<file path="src/rtl/ro_puf_response.sv">
// Ring-oscillator PUF response generator: synchronizes two challenge-selected
// oscillators, counts their rising edges over a fixed window and reports A > B.
module ro_puf_response #(
  parameter int NUM_RO = 16,
  parameter int CNT_W  = 16,
  parameter int WINDOW = 1024,
  parameter int SETTLE = 4,
  localparam int SEL_W = $clog2(NUM_RO)
) (
  input  logic               clk,
  input  logic               reset_n,
  input  logic [NUM_RO-1:0]  ro_in,
  input  logic               start,
  input  logic [2*SEL_W-1:0] challenge,
  output logic               ready,
  output logic               resp_valid,
  output logic               resp_bit,
  output logic               resp_tie,
  output logic               resp_sat,
  output logic               resp_err,
  output logic [CNT_W-1:0]   count_a,
  output logic [CNT_W-1:0]   count_b
);

  localparam int SEL_N   = 2 ** SEL_W;
  localparam int TMR_MAX = (WINDOW > SETTLE) ? WINDOW : SETTLE;
  localparam int TMR_W   = $clog2(TMR_MAX + 1);
  localparam logic [CNT_W-1:0] CNT_MAX   = {CNT_W{1'b1}};
  localparam logic [SEL_N-1:0] SEL_VALID = {SEL_N{1'b1}} >> (SEL_N - NUM_RO);

  // ACCEPT is the decision cycle between taking a challenge and either
  // reporting an error or starting the settle period.
  typedef enum logic [2:0] {
    S_IDLE, S_ACCEPT, S_SETTLE, S_COUNT, S_COMPARE, S_REPORT
  } state_t;

  state_t             state;
  logic [NUM_RO-1:0]  sync1, sync2, sync3;
  logic [SEL_N-1:0]   edges;
  logic [SEL_W-1:0]   sel_a, sel_b;
  logic [TMR_W-1:0]   timer;
  logic               sat_a, sat_b;
  logic               legal;

  assign edges = SEL_N'(sync2 & ~sync3);
  assign legal = SEL_VALID[sel_a] & SEL_VALID[sel_b] & (sel_a != sel_b);

  always_ff @(posedge clk) begin
    if (!reset_n) begin
      state      <= S_IDLE;
      sync1      <= '0;
      sync2      <= '0;
      sync3      <= '0;
      sel_a      <= '0;
      sel_b      <= '0;
      timer      <= '0;
      sat_a      <= 1'b0;
      sat_b      <= 1'b0;
      ready      <= 1'b1;
      resp_valid <= 1'b0;
      resp_bit   <= 1'b0;
      resp_tie   <= 1'b0;
      resp_sat   <= 1'b0;
      resp_err   <= 1'b0;
      count_a    <= '0;
      count_b    <= '0;
    end else begin
      sync1      <= ro_in;
      sync2      <= sync1;
      sync3      <= sync2;
      resp_valid <= 1'b0;
      case (state)
        S_IDLE: begin
          if (start) begin
            sel_a    <= challenge[SEL_W-1:0];
            sel_b    <= challenge[2*SEL_W-1:SEL_W];
            ready    <= 1'b0;
            count_a  <= '0;
            count_b  <= '0;
            sat_a    <= 1'b0;
            sat_b    <= 1'b0;
            resp_bit <= 1'b0;
            resp_tie <= 1'b0;
            resp_sat <= 1'b0;
            resp_err <= 1'b0;
            state    <= S_ACCEPT;
          end
        end
        S_ACCEPT: begin
          if (!legal) begin
            resp_err   <= 1'b1;
            resp_valid <= 1'b1;
            state      <= S_REPORT;
          end else begin
            timer <= TMR_W'(SETTLE - 1);
            state <= S_SETTLE;
          end
        end
        S_SETTLE: begin
          if (timer == '0) begin
            timer <= TMR_W'(WINDOW - 1);
            state <= S_COUNT;
          end else begin
            timer <= timer - 1'b1;
          end
        end
        S_COUNT: begin
          // Sticky saturation: once a counter reaches its ceiling it stays there.
          if (edges[sel_a] && count_a != CNT_MAX) begin
            count_a <= count_a + 1'b1;
            if (count_a == CNT_MAX - 1'b1) sat_a <= 1'b1;
          end
          if (edges[sel_b] && count_b != CNT_MAX) begin
            count_b <= count_b + 1'b1;
            if (count_b == CNT_MAX - 1'b1) sat_b <= 1'b1;
          end
          if (timer == '0) begin
            state <= S_COMPARE;
          end else begin
            timer <= timer - 1'b1;
          end
        end
        S_COMPARE: begin
          resp_bit   <= count_a > count_b;
          resp_tie   <= count_a == count_b;
          resp_sat   <= sat_a | sat_b;
          resp_valid <= 1'b1;
          state      <= S_REPORT;
        end
        S_REPORT: begin
          ready <= 1'b1;
          state <= S_IDLE;
        end
        default: begin
          ready <= 1'b1;
          state <= S_IDLE;
        end
      endcase
    end
  end

endmodule

</file>
<file path="config.mk">
export PLATFORM = sky130hd
export DESIGN_NAME = ro_puf_response
export DESIGN_NICKNAME = d
export VERILOG_FILES = /design/src/rtl/ro_puf_response.sv
export SDC_FILE = /design/constraint.sdc
export NUM_CORES = 1
export LEC_CHECK = 0
export CORE_MARGIN = 2
export CORE_UTILIZATION = 56
export DETAILED_ROUTE_END_ITERATION = 8
export PLACE_DENSITY = 0.8
export SYNTH_ARGS = -nofsm -noshare
export SYNTH_HDL_FRONTEND = slang
export SYNTH_SLANG_ARGS = --single-unit
</file>
<file path="constraint.sdc">
create_clock -name clk -period 3.2 [get_ports clk]
set_input_delay 0.48 -clock clk [delete_from_list [all_inputs] [get_ports clk]]
set_output_delay 0.48 -clock clk [all_outputs]
set_load 0.01 [all_outputs]
</file>
* Yosys cells after proc, flatten, opt, wreduce, memory -nomap -nowiden
Memory sizes are Yosys's and may differ from the RTL's. A register that Yosys moved wholly into a read port is not among the register bits.
Cells that the tools add are included.
Widths: inputs -> output; s select.
** Operators by class
- Order comparisons :: 3
- Eq/ne operators :: 20
- Mux-type cells :: 39
- Add/subtract/negate cells :: 3
- Reduce and logical (&&, ||, !) cells :: 19
- Bitwise operators :: 6
** Operator list (count)
- $pmux 16 s2 :: 2
- $mux 16 :: 3
- $mux 11 :: 3
- $pmux 11 s3 :: 1
- $add 16x1->16 const B :: 2
- $eq 16x16->1 const B :: 2
- $ne 16x16->1 const B :: 2
- $ne 2x2->1 const B :: 10
- $and 16x16->16 :: 1
- $eq 16x16->1 :: 1
- $gt 16x16->1 :: 1
- $mux 4 :: 4
- $not 16->16 :: 1
- $pmux 1 s2 :: 8
- $pmux 3 s5 :: 1
- $reduce_and 3->1 :: 5
- $mux 3 :: 4
- $logic_not 11->1 :: 1
- $mux 1 :: 11
- $sub 11x1->11 const B :: 1
- $lt 4x5->1 const B :: 2
- $bmux 1 s4 :: 2
- $reduce_and 4->1 :: 2
- $eq 3x2->1 const B :: 2
- 12 further kinds :: 18
** Storage, ports and cells
- Flip-flop bits (word level) :: 110
- Output and inout bits :: 38
- Memories kept :: 2
- Memory bits (read-only) :: 32
- Input bits :: 27
- Word-level logic and storage cells :: 109
** Memories
- (no name shown) :: depth 16, width 1, read ports 1, clocked after memory_dff 1, wr ports 0, RTL line 46 : assign legal = SEL_VALID[sel_a] & SEL_VALID[sel_b] & (sel_a != sel_b);
- (no name shown) :: depth 16, width 1, read ports 1, clocked after memory_dff 1, wr ports 0, RTL line 46

* Longest topological paths before layout
Gate-level depths: netlist of the first run.
- Word-level depth :: 7
- Mapped depth :: 11

* Worst setup path before layout of the first run
No wires, ideal clock.
- Path type :: register to register
- From :: register sel_b[1]
- To :: register count_b[9]
- Stages on the path, launching flop included :: 10
- Library setup time :: 62 ps
- Arrival time :: 2279 ps
- Data required time :: 3138 ps
- Path buffers :: 3
- Slack :: 859 ps
- Cells stage by stage :: dfxtp_1 buf_6 buf_6 nor4b_1 a2111oi_0 or4b_1 buf_6 or2_4 or4_1 nand3_1
** Between the ends
- Longest elaborated chain between the ends :: 5
** RTL lines
- start: declaration :: RTL line 40 : logic [SEL_W-1:0] sel_a, sel_b;
- start signal: assignment :: RTL line 76 : sel_b <= challenge[2*SEL_W-1:SEL_W];
- $bmux 1 s4 :: RTL line 113 : if (edges[sel_b] && count_b != CNT_MAX) begin
- $mux 1 (not written as such) :: RTL line 113
- $logic_and 1x1->1 :: RTL line 113
- $ne 2x2->1 (no source line)
- $reduce_and 3->1 (no source line)
- end signal: assignment :: RTL line 114 : count_b <= count_b + 1'b1;
- end: declaration :: RTL line 22 : output logic [CNT_W-1:0] count_b
Every way passes these cells. The select of a mux whose other input is x is not followed.
A chain may end at the register's enable or synchronous reset.

* Worst setup path in the final report of the first run
Ends and elaborated chain as after synthesis.

==> results of run 1 <==
-- report_power, final --
group / leakage [nW] / switching (mW) / internal (mW)
registers: 0.897 / 0.168 / 1.49
logic: 1.26 / 0.643 / 0.462
clock network: 0.122 / 0.510 / 0.463
total: 2.28 / 1.32 / 2.41
-- cell type report --
type	count	area share [%]
Multi-Input combinational cell	427	45.0
Sequential cell	110	35.7
Timing Repair Buffer	74	11.5
Tap cell	111	2.25
Clock buffer	9	2.01
Clock inverter	7	1.87
Inverter	26	1.58
-- stage by stage --
step                worst slack, ps  cells  utilization (%)  area, um^2
floorplan                       859    590                -        5220
global route                    191    764             67.4        6160
global placement                536    748             64.7        5930
CTS                             397    764             67.4        6160
finish                          354    764             67.4        6160
detailed placement              420    748             64.7        5930
-- kinds of logic (layout without fill, tap and decap cells) --
logic type	Yosys count	after routing	synth area share, %
and+or+nand+nor	263	263	29.0
xor gates and xnor gates	9	9	1.51
adders and majority gates	21	21	5.04
AOI/OAI and AO/OA	128	128	16.2
buffers and inverters	53	116	4.58
DFF	110	110	42.2
muxes	6	6	1.41
-- critical path: stages, from the launching register on --
cell,delay (ps)
dfxtp_1,680
and4bb_2,280
or4b_1,110
a21oi_1,50
or4b_1,590
buf_4,210
or2_4,280
or4_1,490
nand3_1,110
-- flip-flops by register name, indices dropped and copies added (netlist names), 3 cells and up --
register  flops
sync3        16
sync2        16
sync1        16
sel_b         4
count_a      16
state         3
timer        11
sel_a         4
count_b      16
-- worst min path at each step --
| stage | to | start |
|---|---|---|
| 2_1_floorplan | sync2[0] | sync1[0] |
| 3_3_place_gp | sync2[9] | sync1[9] |
| 3_5_place_dp | sync2[7] | sync1[7] |
| 4_1_cts | timer[3] | reset_n |
| 5_1_grt | timer[3] | reset_n |
| 6_report | timer[3] | reset_n |
-- layer usage --
| layer | part of all wire (%) | vias to the layer above |
|---|---|---|
| li1 | - | 2232 |
| met1 | 44 | 2158 |
| met2 | 48 | 150 |
| met3 | 5.9 | 23 |
| met4 | 1.8 | 0 |
| met5 | 0 | - |
-- cells in the final DEF (no fill, tap or decap), types with 4 or more instances in the layout --
master | synthesis | layout
nand2_1 | 47 | 47
or3_1 | 7 | 7
nand4_1 | 11 | 11
nor3b_1 | 5 | 5
a21o_1 | 8 | 8
o221a_2 | 4 | 4
or4_1 | 5 | 5
dfxtp_1 | 110 | 110
xnor2_1 | 9 | 9
nand2b_1 | 9 | 9
nor2_1 | 38 | 38
clkbuf_8 | 0 | 9
o22ai_1 | 5 | 5
inv_1 | 24 | 24
o31ai_1 | 9 | 9
nor2b_1 | 5 | 5
o21a_1 | 5 | 5
ha_1 | 21 | 21
nand3b_1 | 7 | 7
and3_1 | 7 | 7
nor4bb_1 | 4 | 4
o311ai_0 | 4 | 4
o21ai_0 | 30 | 30
clkdlybuf4s50_1 | 0 | 63
nand3_1 | 17 | 17
nor3_1 | 17 | 17
nor4_1 | 6 | 6
a21oi_1 | 40 | 40
buf_4 | 0 | 10
mux2i_1 | 4 | 4
and4bb_2 | 4 | 4
and2_1 | 52 | 52
nor4b_1 | 5 | 5
==> impl_results.md, run 1 <==
* Slew Limit Fails at 0
* Initial antenna violation count at 0
* Post-synth EDFFs at 0
* CTS Buffer Depth at 2
* TritonCTS Buffers at 9
* Crit path time final at 2850 ps
* Ant diodes at 0
* Clock Sinks at 110
* RSZ-0062 raised after global routing: no
* First-pass GRT wire length at 20100 um
* Maximum vdd drop at 438 uV
* Register-to-register setup slack at 350 ps
* Pwr Density at 606 nW/um^2
* Setup Skew at 11.2 ps
* CTS tree: done
* Slew @ Worst Pin at 722 ps
* Vias in the first global route at 4212
* GP Congestion at 0.891
* Most Used Layer, Global Route: met2
* Ports at 65
* Die Ht at 101 um
* Largest cells by area after synthesis: dfxtp_1, and2_1, ha_1
* Main synth FF type: dfxtp_1
* Seq cells post-synth at 110
* Maximum clock frequency at 351 MHz
* Initial core utilization at 57.0%
* Final HPWL DP at 8890 um
* Yosys cell types at 64
* Cell leakage power at 2.28 nW
* Clk slew on worst S/H paths at 110 ps
* Drt via density at 5.97
* Count leader, synth: dfxtp_1
* CP Capture Point: count_b[9]
* Worst setup startpoint: sel_b[1]
* DRC errors left at 0
* Hold Path Depth at 2
* Asr flop ratio synth at 0%
* Worst hold path type: input port to flop
* Synth top cells by count: dfxtp_1, and2_1, nand2_1, a21oi_1, nor2_1
* Number of detailed-route iterations in the first pass at 5
* Ratio of final minimum period to clock period at 88.9%
* Mean area per synthesized cell at 8.84 um^2
* Wirelength per Cell at 16.3 um
* ANT nets after route at 0
* Register area share after synthesis at 42.2%
* Multi-input logic area at 2780 um^2
* Final setup TNS at 0 ps
* Met3 Resource Use GR at 5.13%
* Layout cells sized above 1 at 7.66%
* Synth top area share at 42.2%
* Ys Warns at 0
* Resized Gates After CTS at 0
* DIE WIDTH at 101 um
* Register area at 2200 um^2
* Post-synthesis instance total at 590
* Root Driver: clkbuf_8
* Core Area at 9150 um^2
* Cell Rows at 35
* H-tree levels at 3
* Post-synth top area cell: dfxtp_1
* Layout area overhead at 18.2%
* Filler cells at 771
* Final nets at 696
* Reg2reg path depth at 8
* Routed wire length at 12400 um
* Area of the die at 10100 um^2
* Mapped Area at 5220 um^2
* Clock latency on the worst-skew pair at 380 ps
* Minimum hold slack at 399 ps
* Syn Nets at 638
* Setup CP Type: flop to flop
* GRT Total Usage at 25.1%
* Largest net degree at the start of global routing at 65
* Tot Pwr at 3.73 mW
* Final setup violation count at 0
* Met2 Use GR at 41.6%
* Port Buf Inserts at 64
* Required time worst endpoint at 3520 ps
* Worst Setup End Kind: flop
* Status: complete, no violations
* Crit path DAT at 3160 ps
* RR Endpoint: count_b[9]
* DR iter-0 viols at 230
* Final Hold Fails at 0
* Post-CTS Setup Inserts at 0
* Max Cap Viol at 0
* GR Layer Usage met1 at 32.4%
* Worst slew margin at 51.7%
* Crit path max fanout at 18
* Total grt overflow at 0
* Crit start category: flop
* Post-cts hold buffer count at 0
* Via Count at 4563
* Worst reg2reg path startpoint: sel_b[1]
(Power assumes the default switching activity.)
==> run 2, diff against run 1 <==
--- a/config.mk
+++ b/config.mk
@@ -6,9 +6,10 @@
 export NUM_CORES = 1
 export LEC_CHECK = 0
 export CORE_MARGIN = 2
-export CORE_UTILIZATION = 56
+export CORE_UTILIZATION = 60
 export DETAILED_ROUTE_END_ITERATION = 8
-export PLACE_DENSITY = 0.8
+export MAX_ROUTING_LAYER = met4
+export PLACE_DENSITY = 0.85
 export SYNTH_ARGS = -nofsm -noshare
 export SYNTH_HDL_FRONTEND = slang
 export SYNTH_SLANG_ARGS = --single-unit
==> constraint.sdc (replaced) <==
create_clock -name clk -period 3.3 [get_ports clk]
set_input_delay 0.495 -clock clk [delete_from_list [all_inputs] [get_ports clk]]
set_output_delay 0.495 -clock clk [all_outputs]
set_load 0.01 [all_outputs]
==> impl_results.md, run 2 (synthesis results as in run 1) <==
* Initial antenna violation count at 0 (unchanged)
* Register-to-register setup slack at 270 ps (was 350 ps)
* Worst Setup End Kind: flop (unchanged)
* First-pass GRT wire length at 20500 um (was 20100 um)
* Placed Instances at 742 (was 748)
* GP Congestion at 0.917 (was 0.891)
* Via Count at 4604 (was 4563)
* Slew Limit Fails at 0 (unchanged)
* Resized Gates After CTS at 0 (unchanged)
* H-tree levels at 3 (unchanged)
* Wirelength per Cell at 16.6 um (was 16.3 um)
* Crit path max fanout at 18 (unchanged)
* Non-filler instance count after layout at 758 (was 764)
* Ratio of final minimum period to clock period at 91.9% (was 88.9%)
* Setup Skew at 12.0 ps (was 11.2 ps)
* Most common cell after layout, fill and taps aside: dfxtp_1 (unchanged)
* Crit path DAT at 3350 ps (was 3160 ps)
* Most frequent cells in the layout: dfxtp_1, clkdlybuf4s50_1, and2_1 (unchanged)
* Drt via density at 6.07 (was 5.97)
* TritonCTS Buffers at 9 (unchanged)
* Ports at 65 (unchanged)
* Hold EP: sync2[15] (was timer[3])
* Max Cap Viol at 0 (unchanged)
* Total grt overflow at 0 (unchanged)
* Clk slew on worst S/H paths at 100 ps (was 110 ps)
* Clock Sinks at 110 (unchanged)
* Cell leakage power at 2.26 nW (was 2.28 nW)
* Final setup violation count at 0 (unchanged)
* Vias in the first global route at 4321 (was 4212)
* Placed cell area at 5900 um^2 (was 5930 um^2)
* Cell Rows at 34 (was 35)
* Slew @ Worst Pin at 735 ps (was 722 ps)
* Post-cts hold buffer count at 0 (unchanged)
* Maximum clock frequency at 330 MHz (was 351 MHz)
* ANT nets after route at 0 (unchanged)
* CTS tree: done (unchanged)
* Routed wire length at 12600 um (was 12400 um)
* Post-CTS Setup Inserts at 0 (unchanged)
* Port Buf Inserts at 64 (unchanged)
* Layout area overhead at 17.5% (was 18.2%)
* Clock latency on the worst-skew pair at 370 ps (was 380 ps)
* DRC errors left at 0 (unchanged)
* Pwr Density at 581 nW/um^2 (was 606 nW/um^2)
* Layout cells sized above 1 at 7.23% (was 7.66%)
* DR iter-0 viols at 334 (was 230)
* Hold Path Depth at 1 (was 2)
* Start point of the worst min-delay path: sync1[15] (was reset_n)
* Status: complete, no violations (unchanged)
* Setup CP Type: flop to flop (unchanged)
* Area of the die at 9460 um^2 (was 10100 um^2)
* Largest net degree at the start of global routing at 48 (was 65)
* Maximum vdd drop at 486 uV (was 438 uV)
* Worst hold path type: flop to flop (was input port to flop)
* Tot Pwr at 3.56 mW (was 3.73 mW)
* CTS Buffer Depth at 2 (unchanged)
* Die Ht at 97.3 um (was 101 um)
* Final Hold Fails at 0 (unchanged)
* Number of detailed-route iterations in the first pass at 5 (unchanged)
* RR Endpoint: count_b[4] (was count_b[9])
* Design area at 6130 um^2 (was 6160 um^2)
* Final HPWL DP at 8890 um (about the same)
* Final setup TNS at 0 ps (unchanged)
* Worst reg2reg path startpoint: sel_b[1] (unchanged)
* Ant diodes at 0 (unchanged)
* Final core occ at 71.3% (was 67.4%)
* DIE WIDTH at 97.3 um (was 101 um)
* Reg2reg path depth at 7 (was 8)
* Crit start category: flop (unchanged)
* Worst slew margin at 50.8% (was 51.7%)
* Core Area at 8590 um^2 (was 9150 um^2)
* Initial core utilization at 60.7% (was 57.0%)
* Required time worst endpoint at 3610 ps (was 3520 ps)
* Crit path time final at 3030 ps (was 2850 ps)
* Root Driver: clkbuf_8 (unchanged)
* Final nets at 693 (was 696)
* GRT Total Usage at 27.0% (was 25.1%)
* RSZ-0062 raised after global routing: no (unchanged)
[run 2: cell count changes in the layout (fill, tap and decap cells not counted), sizes merged]
| cell | change |
|---|---|
| inv | -1 |
| buf | -3 |
| clkbuf | +1 |
[run 2: how the worst max path moves through the flow]
stage	startpoint	to	cells past startpoint
2_1_floorplan	sel_b[1]	count_b[9]	9
3_3_place_gp	sel_b[1]	count_b[4]	7
3_5_place_dp	sel_b[1]	count_b[4]	7
4_1_cts	sel_b[1]	count_b[4]	7
5_1_grt	sel_b[1]	count_b[4]	7
6_report	sel_b[1]	count_b[4]	7
[run 2: area by class of cell]
type	count	area (um^2)
clock buffers	10	138
clock inverters	6	91.3
fillers	654	2460
flip-flops and latches	110	2200
repair buffers	71	688
multi-input cells	427	2780
well taps	108	135
inverters	26	97.6
[run 2: routing by layer]
metal / track usage [%] / up-vias / wire length, um / share of wire, %
li1: - / 2210 / - / -
met1: 36.7 / 2178 / 5550 / 44
met2: 41.1 / 190 / 5910 / 47
met3: 4.96 / 26 / 904 / 7.2
met4: 8.65 / 0 / 230 / 1.8
met5: - / - / 0 / 0
[run 2: worst max-delay path, stage by stage (launching register included)]
cell and delay (ps):
dfxtp_1 670, and4bb_2 290, or4_1 100, a21oi_1 30
or4b_1 760, or3_1 640, or3_1 420, o21ai_2 70
[run 2: through the flow]
step / worst slack (ps) / hold slack [ps]
2_1_floorplan: 959 / 412
3_3_place_gp: 428 / 413
5_1_grt: 105 / 463
4_1_cts: 292 / 445
6_report: 266 / 441
3_5_place_dp: 316 / 421
[run 2: power breakdown]
group          total [mW]  switching [mW]  internal [mW]  leakage, nW
Clock               0.911           0.457          0.454        0.117
Sequential           1.61           0.166           1.44        0.897
Combinational        1.04           0.607          0.432         1.25
